## config.mk

```make
export PLATFORM = sky130hd
export DESIGN_NAME = retry_local_rsm
export DESIGN_NICKNAME = d
export VERILOG_FILES = /design/src/rtl/retry_local_rsm.sv
export SDC_FILE = /design/constraint.sdc
export NUM_CORES = 1
export LEC_CHECK = 0
export BUFFER_PORTS_ARGS = -buffer_cell sky130_fd_sc_hd__buf_2
export CAP_MARGIN = 20
export CORE_ASPECT_RATIO = 1.2
export CORE_UTILIZATION = 50
export DETAILED_ROUTE_END_ITERATION = 8
export PLACE_DENSITY = 0.77
export SKIP_CTS_REPAIR_TIMING = 1
export SLEW_MARGIN = 40
export SYNTH_ARGS = -nofsm -noshare
export SYNTH_HDL_FRONTEND = slang
export SYNTH_SLANG_ARGS = --single-unit
export TNS_END_PERCENT = 5
```

## constraint.sdc

```tcl
create_clock -name i_clk -period 2.6 [get_ports i_clk]
set_input_delay 0.26 -clock i_clk [delete_from_list [all_inputs] [get_ports i_clk]]
set_output_delay 0.26 -clock i_clk [all_outputs]
set_load 0.05 [all_outputs]
```

## src/rtl/retry_local_rsm.sv

```systemverilog
// Receive-side local retry state machine: tracks ESEQ, requests RETRY.Req on CRC
// errors, times out waiting for RETRY.Ack and escalates to PHY reinit and link abort.
module retry_local_rsm #(
    parameter int ESEQ_W = 8,
    parameter int CNT_W  = 5,
    parameter int TMO_W  = 13
) (
    input  logic              i_clk,
    input  logic              i_rst,
    input  logic              i_flit_valid,
    input  logic              i_crc_ok,
    input  logic              i_flit_is_ctrl,
    input  logic              i_retry_ack,
    input  logic              i_retry_req_sent,
    input  logic              i_pl_lnk_up,
    input  logic [3:0]        i_pl_state_sts,
    input  logic [CNT_W-1:0]  i_retry_threshold,
    input  logic [CNT_W-1:0]  i_reinit_threshold,
    input  logic [ESEQ_W-1:0] i_llr_wrap_value,
    input  logic [TMO_W-1:0]  i_retry_timeout_max,
    output logic              o_send_req_seq,
    output logic [ESEQ_W-1:0] o_eseq,
    output logic [CNT_W-1:0]  o_num_retry,
    output logic [CNT_W-1:0]  o_num_phy_reinit,
    output logic              o_discard_flits,
    output logic              o_phy_reinit_req,
    output logic              o_link_failure,
    output logic              o_retry_threshold_hit,
    output logic              o_reinit_threshold_hit,
    output logic [2:0]        o_state
);

    localparam logic [2:0] ST_NORMAL     = 3'd0;
    localparam logic [2:0] ST_LLRREQ     = 3'd1;
    localparam logic [2:0] ST_LOCAL_IDLE = 3'd2;
    localparam logic [2:0] ST_PHY_REINIT = 3'd3;
    localparam logic [2:0] ST_ABORT      = 3'd4;

    localparam logic [ESEQ_W-1:0] ESEQ_ONE = {{(ESEQ_W-1){1'b0}}, 1'b1};
    localparam logic [CNT_W:0]    CNT_ONE  = {{CNT_W{1'b0}}, 1'b1};
    localparam logic [TMO_W-1:0]  TMO_ONE  = {{(TMO_W-1){1'b0}}, 1'b1};

    logic [2:0]        state_r, state_nxt_s;
    logic [ESEQ_W-1:0] eseq_r, eseq_nxt_s;
    logic [CNT_W-1:0]  num_retry_r, num_retry_nxt_s;
    logic [CNT_W-1:0]  num_reinit_r, num_reinit_nxt_s;
    logic [TMO_W-1:0]  timer_r, timer_nxt_s, timer_inc_s;
    logic              phase_r, phase_nxt_s;   // 0: reinit requested, 1: waiting for link up
    logic              send_req_r, phy_reinit_req_r, link_failure_r;
    logic              retry_hit_r, reinit_hit_r, retry_hit_s, reinit_hit_s;
    logic              enter_reinit_s;
    logic [CNT_W-1:0]  retry_thr_s, reinit_thr_s;
    logic [TMO_W-1:0]  tmo_max_s;
    logic [CNT_W:0]    retry_plus_s, reinit_plus_s;

    // Zero-valued limits behave as one; widened increments avoid counter wrap.
    always_comb begin
        retry_thr_s   = (i_retry_threshold == {CNT_W{1'b0}}) ? CNT_ONE[CNT_W-1:0] : i_retry_threshold;
        reinit_thr_s  = (i_reinit_threshold == {CNT_W{1'b0}}) ? CNT_ONE[CNT_W-1:0] : i_reinit_threshold;
        tmo_max_s     = (i_retry_timeout_max == {TMO_W{1'b0}}) ? TMO_ONE : i_retry_timeout_max;
        retry_plus_s  = {1'b0, num_retry_r} + CNT_ONE;
        reinit_plus_s = {1'b0, num_reinit_r} + CNT_ONE;
        timer_inc_s   = (timer_r >= tmo_max_s) ? tmo_max_s : timer_r + TMO_ONE;
    end

    // Next-state and counter update logic.
    always_comb begin
        state_nxt_s      = state_r;
        eseq_nxt_s       = eseq_r;
        num_retry_nxt_s  = num_retry_r;
        num_reinit_nxt_s = num_reinit_r;
        timer_nxt_s      = timer_r;
        phase_nxt_s      = phase_r;
        retry_hit_s      = 1'b0;
        reinit_hit_s     = 1'b0;
        enter_reinit_s   = 1'b0;
        case (state_r)
            ST_NORMAL: begin
                if (!i_pl_lnk_up) begin
                    state_nxt_s = ST_LLRREQ;
                end else if (i_flit_valid && !i_crc_ok) begin
                    state_nxt_s = ST_LLRREQ;
                end else if (i_flit_valid && !i_flit_is_ctrl) begin
                    eseq_nxt_s = (eseq_r == i_llr_wrap_value) ? {ESEQ_W{1'b0}} : eseq_r + ESEQ_ONE;
                end else begin
                    eseq_nxt_s = eseq_r;
                end
            end
            ST_LLRREQ: begin
                if (!i_pl_lnk_up) begin
                    enter_reinit_s = 1'b1;
                end else if (i_retry_req_sent) begin
                    state_nxt_s = ST_LOCAL_IDLE;
                    timer_nxt_s = {TMO_W{1'b0}};
                end else begin
                    state_nxt_s = ST_LLRREQ;
                end
            end
            ST_LOCAL_IDLE: begin
                if (!i_pl_lnk_up) begin
                    enter_reinit_s = 1'b1;
                end else if (i_retry_ack) begin
                    state_nxt_s      = ST_NORMAL;
                    num_retry_nxt_s  = {CNT_W{1'b0}};
                    num_reinit_nxt_s = {CNT_W{1'b0}};
                    timer_nxt_s      = {TMO_W{1'b0}};
                end else if (i_flit_valid) begin
                    timer_nxt_s = timer_inc_s;
                    if (timer_inc_s == tmo_max_s) begin
                        if (retry_plus_s >= {1'b0, retry_thr_s}) begin
                            enter_reinit_s  = 1'b1;
                            num_retry_nxt_s = {CNT_W{1'b0}};
                            retry_hit_s     = 1'b1;
                        end else begin
                            num_retry_nxt_s = retry_plus_s[CNT_W-1:0];
                            state_nxt_s     = ST_LLRREQ;
                        end
                    end else begin
                        state_nxt_s = ST_LOCAL_IDLE;
                    end
                end else begin
                    state_nxt_s = ST_LOCAL_IDLE;
                end
            end
            ST_PHY_REINIT: begin
                if (!phase_r) begin
                    if (i_pl_state_sts == 4'b0000) begin
                        phase_nxt_s = 1'b1;
                    end else begin
                        phase_nxt_s = 1'b0;
                    end
                end else if (i_pl_lnk_up && (i_pl_state_sts != 4'b0000)) begin
                    state_nxt_s = ST_LLRREQ;
                end else begin
                    state_nxt_s = ST_PHY_REINIT;
                end
            end
            ST_ABORT: begin
                state_nxt_s = ST_ABORT;
            end
            default: begin
                state_nxt_s = ST_NORMAL;
            end
        endcase

        // Entering reinit always bumps the reinit count and may escalate straight to abort.
        if (enter_reinit_s) begin
            num_reinit_nxt_s = reinit_plus_s[CNT_W] ? {CNT_W{1'b1}} : reinit_plus_s[CNT_W-1:0];
            phase_nxt_s      = 1'b0;
            if (reinit_plus_s >= {1'b0, reinit_thr_s}) begin
                state_nxt_s  = ST_ABORT;
                reinit_hit_s = 1'b1;
            end else begin
                state_nxt_s  = ST_PHY_REINIT;
            end
        end else begin
            reinit_hit_s = 1'b0;
        end
    end

    // State, counters and registered outputs.
    always_ff @(posedge i_clk) begin
        if (i_rst) begin
            state_r          <= ST_NORMAL;
            eseq_r           <= {ESEQ_W{1'b0}};
            num_retry_r      <= {CNT_W{1'b0}};
            num_reinit_r     <= {CNT_W{1'b0}};
            timer_r          <= {TMO_W{1'b0}};
            phase_r          <= 1'b0;
            send_req_r       <= 1'b0;
            phy_reinit_req_r <= 1'b0;
            link_failure_r   <= 1'b0;
            retry_hit_r      <= 1'b0;
            reinit_hit_r     <= 1'b0;
        end else begin
            state_r          <= state_nxt_s;
            eseq_r           <= eseq_nxt_s;
            num_retry_r      <= num_retry_nxt_s;
            num_reinit_r     <= num_reinit_nxt_s;
            timer_r          <= timer_nxt_s;
            phase_r          <= phase_nxt_s;
            send_req_r       <= (state_nxt_s == ST_LLRREQ);
            phy_reinit_req_r <= (state_nxt_s == ST_PHY_REINIT) && !phase_nxt_s;
            link_failure_r   <= (state_nxt_s == ST_ABORT);
            retry_hit_r      <= retry_hit_s;
            reinit_hit_r     <= reinit_hit_s;
        end
    end

    assign o_send_req_seq         = send_req_r;
    assign o_eseq                 = eseq_r;
    assign o_num_retry            = num_retry_r;
    assign o_num_phy_reinit       = num_reinit_r;
    assign o_discard_flits        = (state_r != ST_NORMAL);
    assign o_phy_reinit_req       = phy_reinit_req_r;
    assign o_link_failure         = link_failure_r;
    assign o_retry_threshold_hit  = retry_hit_r;
    assign o_reinit_threshold_hit = reinit_hit_r;
    assign o_state                = state_r;

endmodule

```

### After elaboration in Yosys (flattened, before gate mapping)

Cells that the tools add are included.

* register bits: 40
* output and inout bits: 27

* add/subtract/negate cells: 4
* order comparisons: 3
* equal/unequal tests: 13
* mux-type cells: 46
* bitwise logic cells: 4
* reductions and logical operators: 26

Operators with widths (count)
* two-way mux 13 bit: 7
* two-way mux 5 bit: 11
* two-way mux 3 bit: 11
* one-hot mux 13 bit (2 select lines): 1
* one-hot mux 3 bit (5 select lines): 1
* adder 13 x 1 -> 13 bit (second input constant): 1
* equality test 13 bit: 1
* >= comparator 13 bit: 1
* zero test 13 bit: 1
* adder 5 x 1 -> 6 bit (second input constant): 2
* >= comparator 6 x 5 -> 1 bit: 2
* nonzero test 2 bit: 6
* two-way mux 1 bit: 11
* zero test 5 bit: 2
* equality test 3 x 2 -> 1 bit (second input constant): 3
* adder 8 x 1 -> 8 bit (second input constant): 1
* equality test 8 bit: 1
* two-way mux 8 bit: 1
* AND reduction 4 bit: 2
* equality test 3 x 1 -> 1 bit (second input constant): 2
* equality test 3 bit (second input constant): 2
* inequality test 2 bit (second input constant): 3
* AND reduction 5 bit: 1
* logical AND 1 bit: 4
* other kinds (12): 18

### Logic depth before layout (Yosys ltp)

Gate-level depths: netlist of the first run.

* word-level depth: 13
* gate-level depth with buffers: 14

### Worst setup path after synthesis of the first run

Ideal clock, no wire load.

* path type: register -> register
* start point: register num_retry_r[0] (netlist: o_num_retry[0])
* end point: register num_reinit_r[3] (netlist: o_num_phy_reinit[3])
* setup time: 86 ps
* arrival time: 2748 ps
* data required time: 2514 ps
* path slack: -234 ps
* cell stages (with the launch flop): 13
* buffers on the path: 1
* clock period less this slack: 2834 ps
* path through: dfxtp_1 -> ha_1 -> nand3_1 -> xnor2_1 -> ha_1 -> o21a_1 -> a211o_1 -> nand3_1 -> nand4b_1 -> o211a_2 -> buf_2 -> nor3_1 -> a211oi_1

* longest elaborated chain between the ends: 10

RTL lines
* start: declaration: line 45 `logic [CNT_W-1:0] num_retry_r, num_retry_nxt_s;`
* start signal: assignment: line 166 `num_retry_r <= {CNT_W{1'b0}};`
* start signal: assignment: line 178 `num_retry_r <= num_retry_nxt_s;`
* adder 5 x 1 -> 6 bit *: line 61 `retry_plus_s = {1'b0, num_retry_r} + CNT_ONE;`
* >= comparator 6 x 5 -> 1 bit *: line 110 `if (retry_plus_s >= {1'b0, retry_thr_s}) begin`
* two-way mux 1 bit *: line 110
* two-way mux 1 bit *: line 109 `if (timer_inc_s == tmo_max_s) begin`
* two-way mux 1 bit *: line 107 `end else if (i_flit_valid) begin`
* two-way mux 1 bit *: line 102 `end else if (i_retry_ack) begin`
* two-way mux 1 bit *: line 100 `if (!i_pl_lnk_up) begin`
* one-hot mux 1 bit (2 select lines) *: line 77 `case (state_r)`
* nonzero test 2 bit (no source line)
* AND reduction 3 bit (no source line)
* end signal: assignment: line 167 `num_reinit_r <= {CNT_W{1'b0}};`
* end signal: assignment: line 179 `num_reinit_r <= num_reinit_nxt_s;`
* end: declaration: line 46 `logic [CNT_W-1:0] num_reinit_r, num_reinit_nxt_s;`

Every way passes the cells marked *; elsewhere a longest branch is shown, timed or not.
A chain may end at the register's enable or synchronous reset.

### Worst setup path in the final report of the first run

* start point: register num_retry_r[0] (netlist: o_num_retry[0])
* end point: register num_reinit_r[2] (netlist: o_num_phy_reinit[2])

The elaborated chain is that of the path after synthesis.

==> impl_metrics.ini, run 1 <==
[drt]
vias_per_cell = 5.85
ant_nets = 0
drt_iter0_drc = 323
drc_errors = 0
firstDrtPassIters = 5
wl_per_cell_um = 15.9
routed_wl_um = 9560
vias = 3508

[floorplan]
coreArea_um2 = 6170
ios = 70
fp.dieW_um = 76.0
fp-row-count = 31
die_h_um = 90.8
start_util_pct = 53.2
dieArea_um2 = 6890

[clock_tree]
root_buffer = clkbuf_8
cts_max_path_buffers = 2
numCtsBuffers = 5
htree_levels = 2
cts_tree = yes
clk_pin_slew_worst_paths_ps = 80
cts_sinks = 40
insertion_delay_ps = 300

[sta]
max_freq_mhz = 389
max_slew_margin_pct = 55.2
setup_slack_ps = 26.5
fin_skew_ps = 8.86
worstMarginPinSlew_ps = 669
rsz0062_at_grt = yes
drv_slew = 0
period_needed_ps = 2570
finalHoldViolations = 0
setup_viol = 0
period_share_pct = 99.0

[critical_path]
crit_required_ps = 2830
crit_slowest_cell = dfxtp_4
r2r_start = o_num_retry[0]
reg2regPathDepth = 12
setup.worst_path.class = register to register
max_stage_delay_ps = 390
worstPathCellList = ha_4 -> nand3_1 -> xnor2_2 -> ha_1 -> o21a_1 -> a211o_1 -> nand3_2 -> nand4b_1 -> o211a_4 -> clkbuf_16 -> nand3_1 -> a31oi_1
cp-start-kind = register
cp_max_fo = 6
crit_buf_inv = 1
r2r-end = o_num_phy_reinit[2]
critPathTopFamily = compound AO/OA/AOI/OAI gates
worst_path_most_repeated_cell = nand3_1
arrival_ps = 2800
r2r_setup_slack_ps = 30
cp-end-kind = register

[global_routing]
first_global_vias = 3323
antenna_found_initial = 0
grt_max_degree = 23
overflow = 0
grt_usage_pct = 26.4
grt_pass1_wl_um = 14900

[power_and_ir_drop]
power_density_nw_per_um2 = 346
vdd_drop_max_mv = 0.375
p_leak_nw = 2.01

[placed_design]
portBuffers = 69
gp_congestion = 0.894
dp_hpwl_um = 7080
dpl.cell_count = 588
place_ws_ps = -386

[synth]
netlist_area_um2 = 3280
ys_warn_count = 0
synth_seq_area_share_pct = 24.4
ys_types = 68
ys_ff_latch = 40
async_flop_share_pct = 0
synth_edf_count = 0
yosys_most_used_dff = dfxtp_1
syn_avg_cell_area_um2 = 8.14
synth_nets = 473
syn_inst = 403

[outcome]
status = complete, no violations

[layout]
layout.nets = 587
syn_to_final_growth_pct = 32.9
n_antenna_cell = 0
nFillCells = 470
drive_gt1_share_pct = 35.5
fin_util_pct = 70.7
layout.cells.non_filler = 600

[hold_path]
min_path_type = primary input to register
min_from = i_flit_is_ctrl
hold_end = o_eseq[0]
hold_path_depth = 4

[job]
max-cap-violations = 0
==> metrics by stage <==
step / setup TNS, ps / instance area (um^2) / hold WS, ps / power (mW)
3_5_place_dp: -8120 / 4030 / 497 / 1.05
2_1_floorplan: -89.3 / 3290 / 336 / 0.899
6_report: 0 / 4360 / 327 / 1.51
4_1_cts: -468 / 4120 / 325 / 1.48
3_3_place_gp: -4910 / 4030 / 483 / 1.04
5_1_grt: -199 / 4360 / 352 / 1.58
==> worst max path at each step <==
stage | startpoint | end | slack [ps] | depth (start not counted)
finish | o_num_retry[0] | o_num_phy_reinit[2] | 30 | 12
global route | o_num_retry[0] | o_num_phy_reinit[4] | -50 | 12
CTS | o_num_retry[0] | o_num_phy_reinit[1] | -80 | 12
detailed placement | i_retry_timeout_max[8] | o_num_retry[2] | -390 | 14
global placement | i_retry_timeout_max[8] | o_num_retry[2] | -280 | 14
floorplan | i_retry_timeout_max[2] | o_num_retry[2] | -30 | 13
==> cells in the final DEF, fill, tap and decap left out, drive strengths merged, types with 4 or more instances in the layout <==
master,n
buf,120
nand2,24
mux2i,4
nor2,30
nor4,8
nand2b,7
or3,5
nand4,13
a31oi,7
nor2b,13
a21oi,20
and4,4
inv,28
ha,27
a211oi,6
nor3,12
a21o,11
clkbuf,6
xor2,12
xnor2,23
and3,8
o21ai,26
nand3,15
dfxtp,40
==> routing by layer <==
layer | track usage, % | part of all wire (%) | vias to the layer above | wire (um)
met2 | 48.0 | 52 | 150 | 4970
li1 | - | - | 1694 | -
met4 | 14.3 | 3.5 | 0 | 338
met5 | 0 | 0 | - | 0
met1 | 29.9 | 40 | 1634 | 3780
met3 | 3.13 | 4.9 | 30 | 467
==> worst reg2reg max path: stages, from the launching register on <==
cell and delay (ps):
dfxtp_4 390, ha_4 170, nand3_1 160, xnor2_2 190
ha_1 290, o21a_1 120, a211o_1 310, nand3_2 110
nand4b_1 130, o211a_4 230, clkbuf_16 170, nand3_1 80
a31oi_1 170
==> power breakdown <==
group	leakage, nW	switching, mW	internal [mW]
registers	0.329	0.0163	0.627
clock network	0.0404	0.245	0.190
logic	1.65	0.253	0.180
total	2.01	0.514	0.998
==> cell usage after synthesis (2+ instances only) <==
cell      instances  share of area, %
nand2_1          24               2.7
a21oi_1          20               3.1
mux2_2            2              0.69
nor2_1           30               3.4
and4_1            2              0.53
o21ai_1           2              0.31
buf_6             3               1.0
mux2i_1           4               1.2
and3_1            7               1.3
o21a_1            3              0.69
a21o_1           10               2.3
ha_1             27                10
o211ai_1          2              0.46
a22oi_1           2              0.46
buf_2             4              0.61
or3_1             5              0.95
and2_1            2              0.38
o22ai_1           2              0.38
a31oi_1           6               1.1
xnor2_1          22               5.9
clkbuf_1          6              0.69
o21ai_0          24               3.7
o21bai_1          2              0.46
nor2b_1          13               2.5
nand3_1          15               2.3
nor4bb_1          2              0.61
a41o_1            2              0.61
a22o_2            3              0.92
dfxtp_1          40                24
nand2b_1          7               1.3
xor2_1           12               3.2
nand4_1          12               2.3
nor4b_1           2              0.53
inv_1            28               3.2
a211oi_1          6               1.4
and4_4            2              0.69
nor4_1            7               1.3
nor3_1           11               1.7
==> cell families (layout without fill, tap and decap cells) <==
| logic type | count (synthesis) | in the layout | synth area share (%) |
|---|---|---|---|
| buffers and inverters | 42 | 157 | 5.64 |
| AO/OA/AOI/OAI | 100 | 100 | 21.2 |
| flip-flops | 40 | 40 | 24.4 |
| AND/OR/NAND/NOR | 152 | 152 | 26.3 |
| multiplexers | 6 | 6 | 1.91 |
| XOR/XNOR | 36 | 36 | 10.3 |
| adder cells (fa/ha/maj) | 27 | 27 | 10.3 |
==> sequential cells by signal, indices dropped and copies added (netlist names) <==
register	cells
timer_r	13
o_eseq	8
o_num_phy_reinit	5
o_num_retry	5
o_state	3
o_link_failure	1
o_phy_reinit_req	1
o_reinit_threshold_hit	1
o_retry_threshold_hit	1
o_send_req_seq	1
phase_r	1
==> final cells by class <==
class | instances | area (um^2) | share of cell area [%]
multi-input cells | 321 | 2470 | 56.7
flip-flops and latches | 40 | 820 | 18.8
repair buffers | 121 | 769 | 17.6
inverters | 28 | 105 | 2.41
well taps | 82 | 103 | 2.35
clock buffers | 5 | 68.8 | 1.58
clock inverters | 3 | 23.8 | 0.545
Power figures use the tool's default switching activity.
==> run 2, diff against run 1 <==
--- a/config.mk
+++ b/config.mk
@@ -7,10 +7,12 @@
 export LEC_CHECK = 0
 export BUFFER_PORTS_ARGS = -buffer_cell sky130_fd_sc_hd__buf_2
 export CAP_MARGIN = 20
+export CELL_PAD_IN_SITES_DETAIL_PLACEMENT = 0
+export CELL_PAD_IN_SITES_GLOBAL_PLACEMENT = 1
 export CORE_ASPECT_RATIO = 1.2
-export CORE_UTILIZATION = 50
+export CORE_UTILIZATION = 37
 export DETAILED_ROUTE_END_ITERATION = 8
-export PLACE_DENSITY = 0.77
+export PLACE_DENSITY_LB_ADDON = 0.1
 export SKIP_CTS_REPAIR_TIMING = 1
 export SLEW_MARGIN = 40
 export SYNTH_ARGS = -nofsm -noshare
==> impl_metrics.ini, run 2 (same netlist as run 1, synthesis figures left out) <==
[hold_path]
min_path_type = primary input to register
min_from = i_flit_is_ctrl

[global_routing]
grt_max_degree = 23
grt_usage_pct = 21.3
first_global_vias = 3271
overflow = 0
grt_pass1_wl_um = 15300
antenna_found_initial = 0

[outcome]
status = finished, violations left
failed_checks = negative setup slack

[critical_path]
r2r_start = timer_r[1]
setup.worst_path.class = register to register
crit_slowest_cell = o311a_4
cp-end-kind = register
cp-start-kind = register
arrival_ps = 2790
cp-startpoint = timer_r[1]
max_stage_delay_ps = 410
crit_required_ps = 2790
cp_max_fo = 6
worstPathCellList = ha_4 -> buf_6 -> nand2b_4 -> a31oi_2 -> o311ai_2 -> nor4b_4 -> buf_4 -> a31oi_4 -> o311a_4 -> a221o_1

[placed_design]
portBuffers = 69
dpl.cell_count = 631
place_ws_ps = -440
dp_hpwl_um = 7480
gp_congestion = 0.813

[drt]
ant_nets = 0
vias_per_cell = 5.24
routed_wl_um = 9980
wl_per_cell_um = 15.4
firstDrtPassIters = 4
vias = 3396
drt_iter0_drc = 115
drc_errors = 0

[sta]
max_slew_margin_pct = 62.1
fin_skew_ps = 6.27
worstMarginPinSlew_ps = 568
finalHoldViolations = 0
setup_slack_ps = -7.93
period_share_pct = 100
max_freq_mhz = 383
setup_viol = 1
hold_slack_ps = 323
drv_slew = 0
period_needed_ps = 2610
rsz0062_at_grt = yes

[layout]
largest_reg_flops = 13
syn_to_final_growth_pct = 40.1
seq_area_um2 = 823
layout.cells.non_filler = 648
n_antenna_cell = 0
final_common_cell = buf_2
most-common-layout-cells = buf_2, buf_4, dfxtp_1, nor2_1, inv_1
nFillCells = 856
drive_gt1_share_pct = 38.4
multi_input_area_um2 = 2520
layout.nets = 600
regMostFlops = timer_r

[floorplan]
ios = 70
start_util_pct = 38.1
die_h_um = 105
fp-row-count = 37
coreArea_um2 = 8610
fp.dieW_um = 88.0
dieArea_um2 = 9250

[clock_tree]
numCtsBuffers = 5
clk_pin_slew_worst_paths_ps = 90
cts_max_path_buffers = 2
cts_sinks = 40
cts_tree = yes
root_buffer = clkbuf_8
htree_levels = 2
insertion_delay_ps = 300

[power_and_ir_drop]
p_leak_nw = 2.11
vdd_drop_max_mv = 0.218
power_density_nw_per_um2 = 330

[job]
max-cap-violations = 0
## run 2: changes by cell type in the layout (fill, tap and decap cells not counted), sizes merged
cell / delta
buf: +12
clkbuf: +1
## run 2: layout make-up
class                           count  share of cell area [%]
Multi-Input combinational cell    321                    54.8
Clock buffer                        5                    1.50
Inverter                           28                    2.29
Timing Repair Buffer              134                    19.8
Sequential cell                    40                    17.9
Tap cell                          117                    3.18
Clock inverter                      3                   0.517
## run 2: metrics by stage
step                setup TNS (ps)  total power, mW  cell area, um^2  util [%]
floorplan                    -89.3            0.899             3290         -
global placement             -4750             1.04             4130      48.0
detailed placement           -8400             1.04             4130      48.0
CTS                           -684             1.50             4230      49.1
global route                  -592             1.60             4600      53.4
finish                       -7.93             1.52             4600      53.4
## run 2: path summary, 6_finish.rpt
check                        end  slack [ps]  cells past startpoint
max               o_num_retry[2]          -8                     10
min                    o_eseq[0]         320                      4
max reg2reg       o_num_retry[2]          -8                     10
min reg2reg  o_num_phy_reinit[4]         530                      2
## run 2: per-layer routing
layer	global-route usage, %	share of wire (%)
met3	2.37	2.9
met5	0	0
met2	38.2	52
met1	25.8	44
met4	6.56	0.97
## run 2: report_power, final
| part | internal [mW] | total [mW] | switching, mW | leakage [nW] |
|---|---|---|---|---|
| logic | 0.179 | 0.424 | 0.244 | 1.74 |
| registers | 0.626 | 0.646 | 0.0202 | 0.330 |
| clock network | 0.191 | 0.446 | 0.255 | 0.0404 |
| total | 0.996 | 1.52 | 0.520 | 2.11 |
## run 2: worst max-delay path, delay by kind of cell, from the launching register on
family,cells,cell delay [ps]
flops,1,350
compound gates,5,1160
simple gates,2,510
buf+inv,2,310
fa+ha+maj,1,160
==> run 3, diff against run 2 <==
--- a/config.mk
+++ b/config.mk
@@ -13,6 +13,7 @@
 export CORE_UTILIZATION = 37
 export DETAILED_ROUTE_END_ITERATION = 8
 export PLACE_DENSITY_LB_ADDON = 0.1
+export REMOVE_ABC_BUFFERS = 1
 export SKIP_CTS_REPAIR_TIMING = 1
 export SLEW_MARGIN = 40
 export SYNTH_ARGS = -nofsm -noshare
==> impl_metrics.ini, run 3 (same netlist as run 1, synthesis figures left out) <==
[outcome]
status = complete, no violations

[layout]
most-common-layout-cells = buf_2, buf_4, dfxtp_1, nor2_1, inv_1
largest_reg_flops = 13
final_common_cell = buf_2
drive_gt1_share_pct = 39.5
regMostFlops = timer_r
syn_to_final_growth_pct = 43.7
n_antenna_cell = 0
final_area_um2 = 4720
fin_util_pct = 54.8
layout.nets = 606

[floorplan]
coreArea_um2 = 8610
ios = 70
fp.dieW_um = 88.0
start_util_pct = 38.1
fp-row-count = 37
dieArea_um2 = 9250
die_h_um = 105

[hold_path]
hold_path_depth = 5
min_path_type = primary input to register
min_from = i_llr_wrap_value[7]
hold_end = o_eseq[3]

[global_routing]
antenna_found_initial = 0
first_global_vias = 3267
grt_max_degree = 23
grt_usage_pct = 21.3
grt_pass1_wl_um = 15500
overflow = 0

[critical_path]
cp-end-kind = register
arrival_ps = 2740
r2r_start = timer_r[1]
cp-start-kind = register
r2r-end = o_num_phy_reinit[2]
reg2regPathDepth = 12
r2r_setup_slack_ps = 70
crit_required_ps = 2810
setup.worst_path.class = register to register
cp_max_fo = 7

[sta]
period_share_pct = 97.3
drv_slew = 0
fin_skew_ps = 8.01
period_needed_ps = 2530
setup_viol = 0
max_slew_margin_pct = 57.8
max_freq_mhz = 395
worstMarginPinSlew_ps = 631
hold_slack_ps = 431
setup_slack_ps = 69.5
rsz0062_at_grt = yes
finalHoldViolations = 0

[drt]
wl_per_cell_um = 14.9
drt_iter0_drc = 136
vias_per_cell = 5.22
routed_wl_um = 9740
drc_errors = 0
firstDrtPassIters = 4
vias = 3411
ant_nets = 0

[power_and_ir_drop]
vdd_drop_max_mv = 0.327
power_density_nw_per_um2 = 381
p_leak_nw = 2.18

[clock_tree]
insertion_delay_ps = 290
root_buffer = clkbuf_8
cts_max_path_buffers = 2
clk_pin_slew_worst_paths_ps = 90
cts_sinks = 40
htree_levels = 2
numCtsBuffers = 5
cts_tree = yes

[placed_design]
place_ws_ps = -363
gp_congestion = 0.811
dp_hpwl_um = 7340
portBuffers = 69
placed_area_um2 = 4170

[job]
max-cap-violations = 0
[run 3: layout make-up]
| cell class | instances | area, um^2 |
|---|---|---|
| fill | 834 | 3890 |
| multi-input combinational | 321 | 2560 |
| inverter | 28 | 105 |
| tap | 117 | 146 |
| timing repair buffer | 140 | 926 |
| clock inverter | 3 | 90.1 |
| clock buffer | 5 | 68.8 |
| sequential | 40 | 818 |
[run 3: how the worst max path moves through the flow]
stage / from / cells after the start / endpoint
floorplan: o_num_retry[0] / 11 / o_phy_reinit_req
global placement: i_retry_timeout_max[5] / 15 / o_send_req_seq
detailed placement: i_retry_timeout_max[8] / 16 / timer_r[1]
CTS: i_retry_timeout_max[8] / 14 / o_num_retry[2]
global route: o_num_retry[1] / 11 / o_phy_reinit_req
finish: timer_r[1] / 12 / o_num_phy_reinit[2]
[run 3: layer usage]
layer	vias up	track usage, %	share of wire [%]
met1	1594	26.8	44
li1	1732	-	-
met5	-	0	0
met3	10	3.00	3.3
met4	0	4.68	1.3
met2	75	37.5	51
[run 3: worst max-delay path, cell delays in order, from the launching register on]
cell	delay [ps]
dfxtp_2	340
ha_4	160
buf_6	130
nand2b_4	130
a31oi_2	150
o311ai_2	180
nor4b_4	420
buf_4	190
nand4b_1	100
o211a_4	190
buf_12	140
o21bai_1	150
a31oi_1	150
[run 3: stage by stage]
step | power [mW] | std cells | setup TNS (ps)
4_1_cts | 1.77 | 645 | -517
3_3_place_gp | 1.05 | 637 | -5500
3_5_place_dp | 1.05 | 637 | -7870
2_1_floorplan | 0.890 | 389 | -2570
6_report | 1.80 | 654 | 0
5_1_grt | 1.89 | 654 | -273
[run 3: where the power goes]
group | switching (mW) | total [mW] | internal (mW) | leakage (nW)
clock network | 0.239 | 0.720 | 0.481 | 0.0784
registers | 0.0203 | 0.646 | 0.626 | 0.329
logic | 0.247 | 0.432 | 0.184 | 1.77
total | 0.507 | 1.80 | 1.29 | 2.18
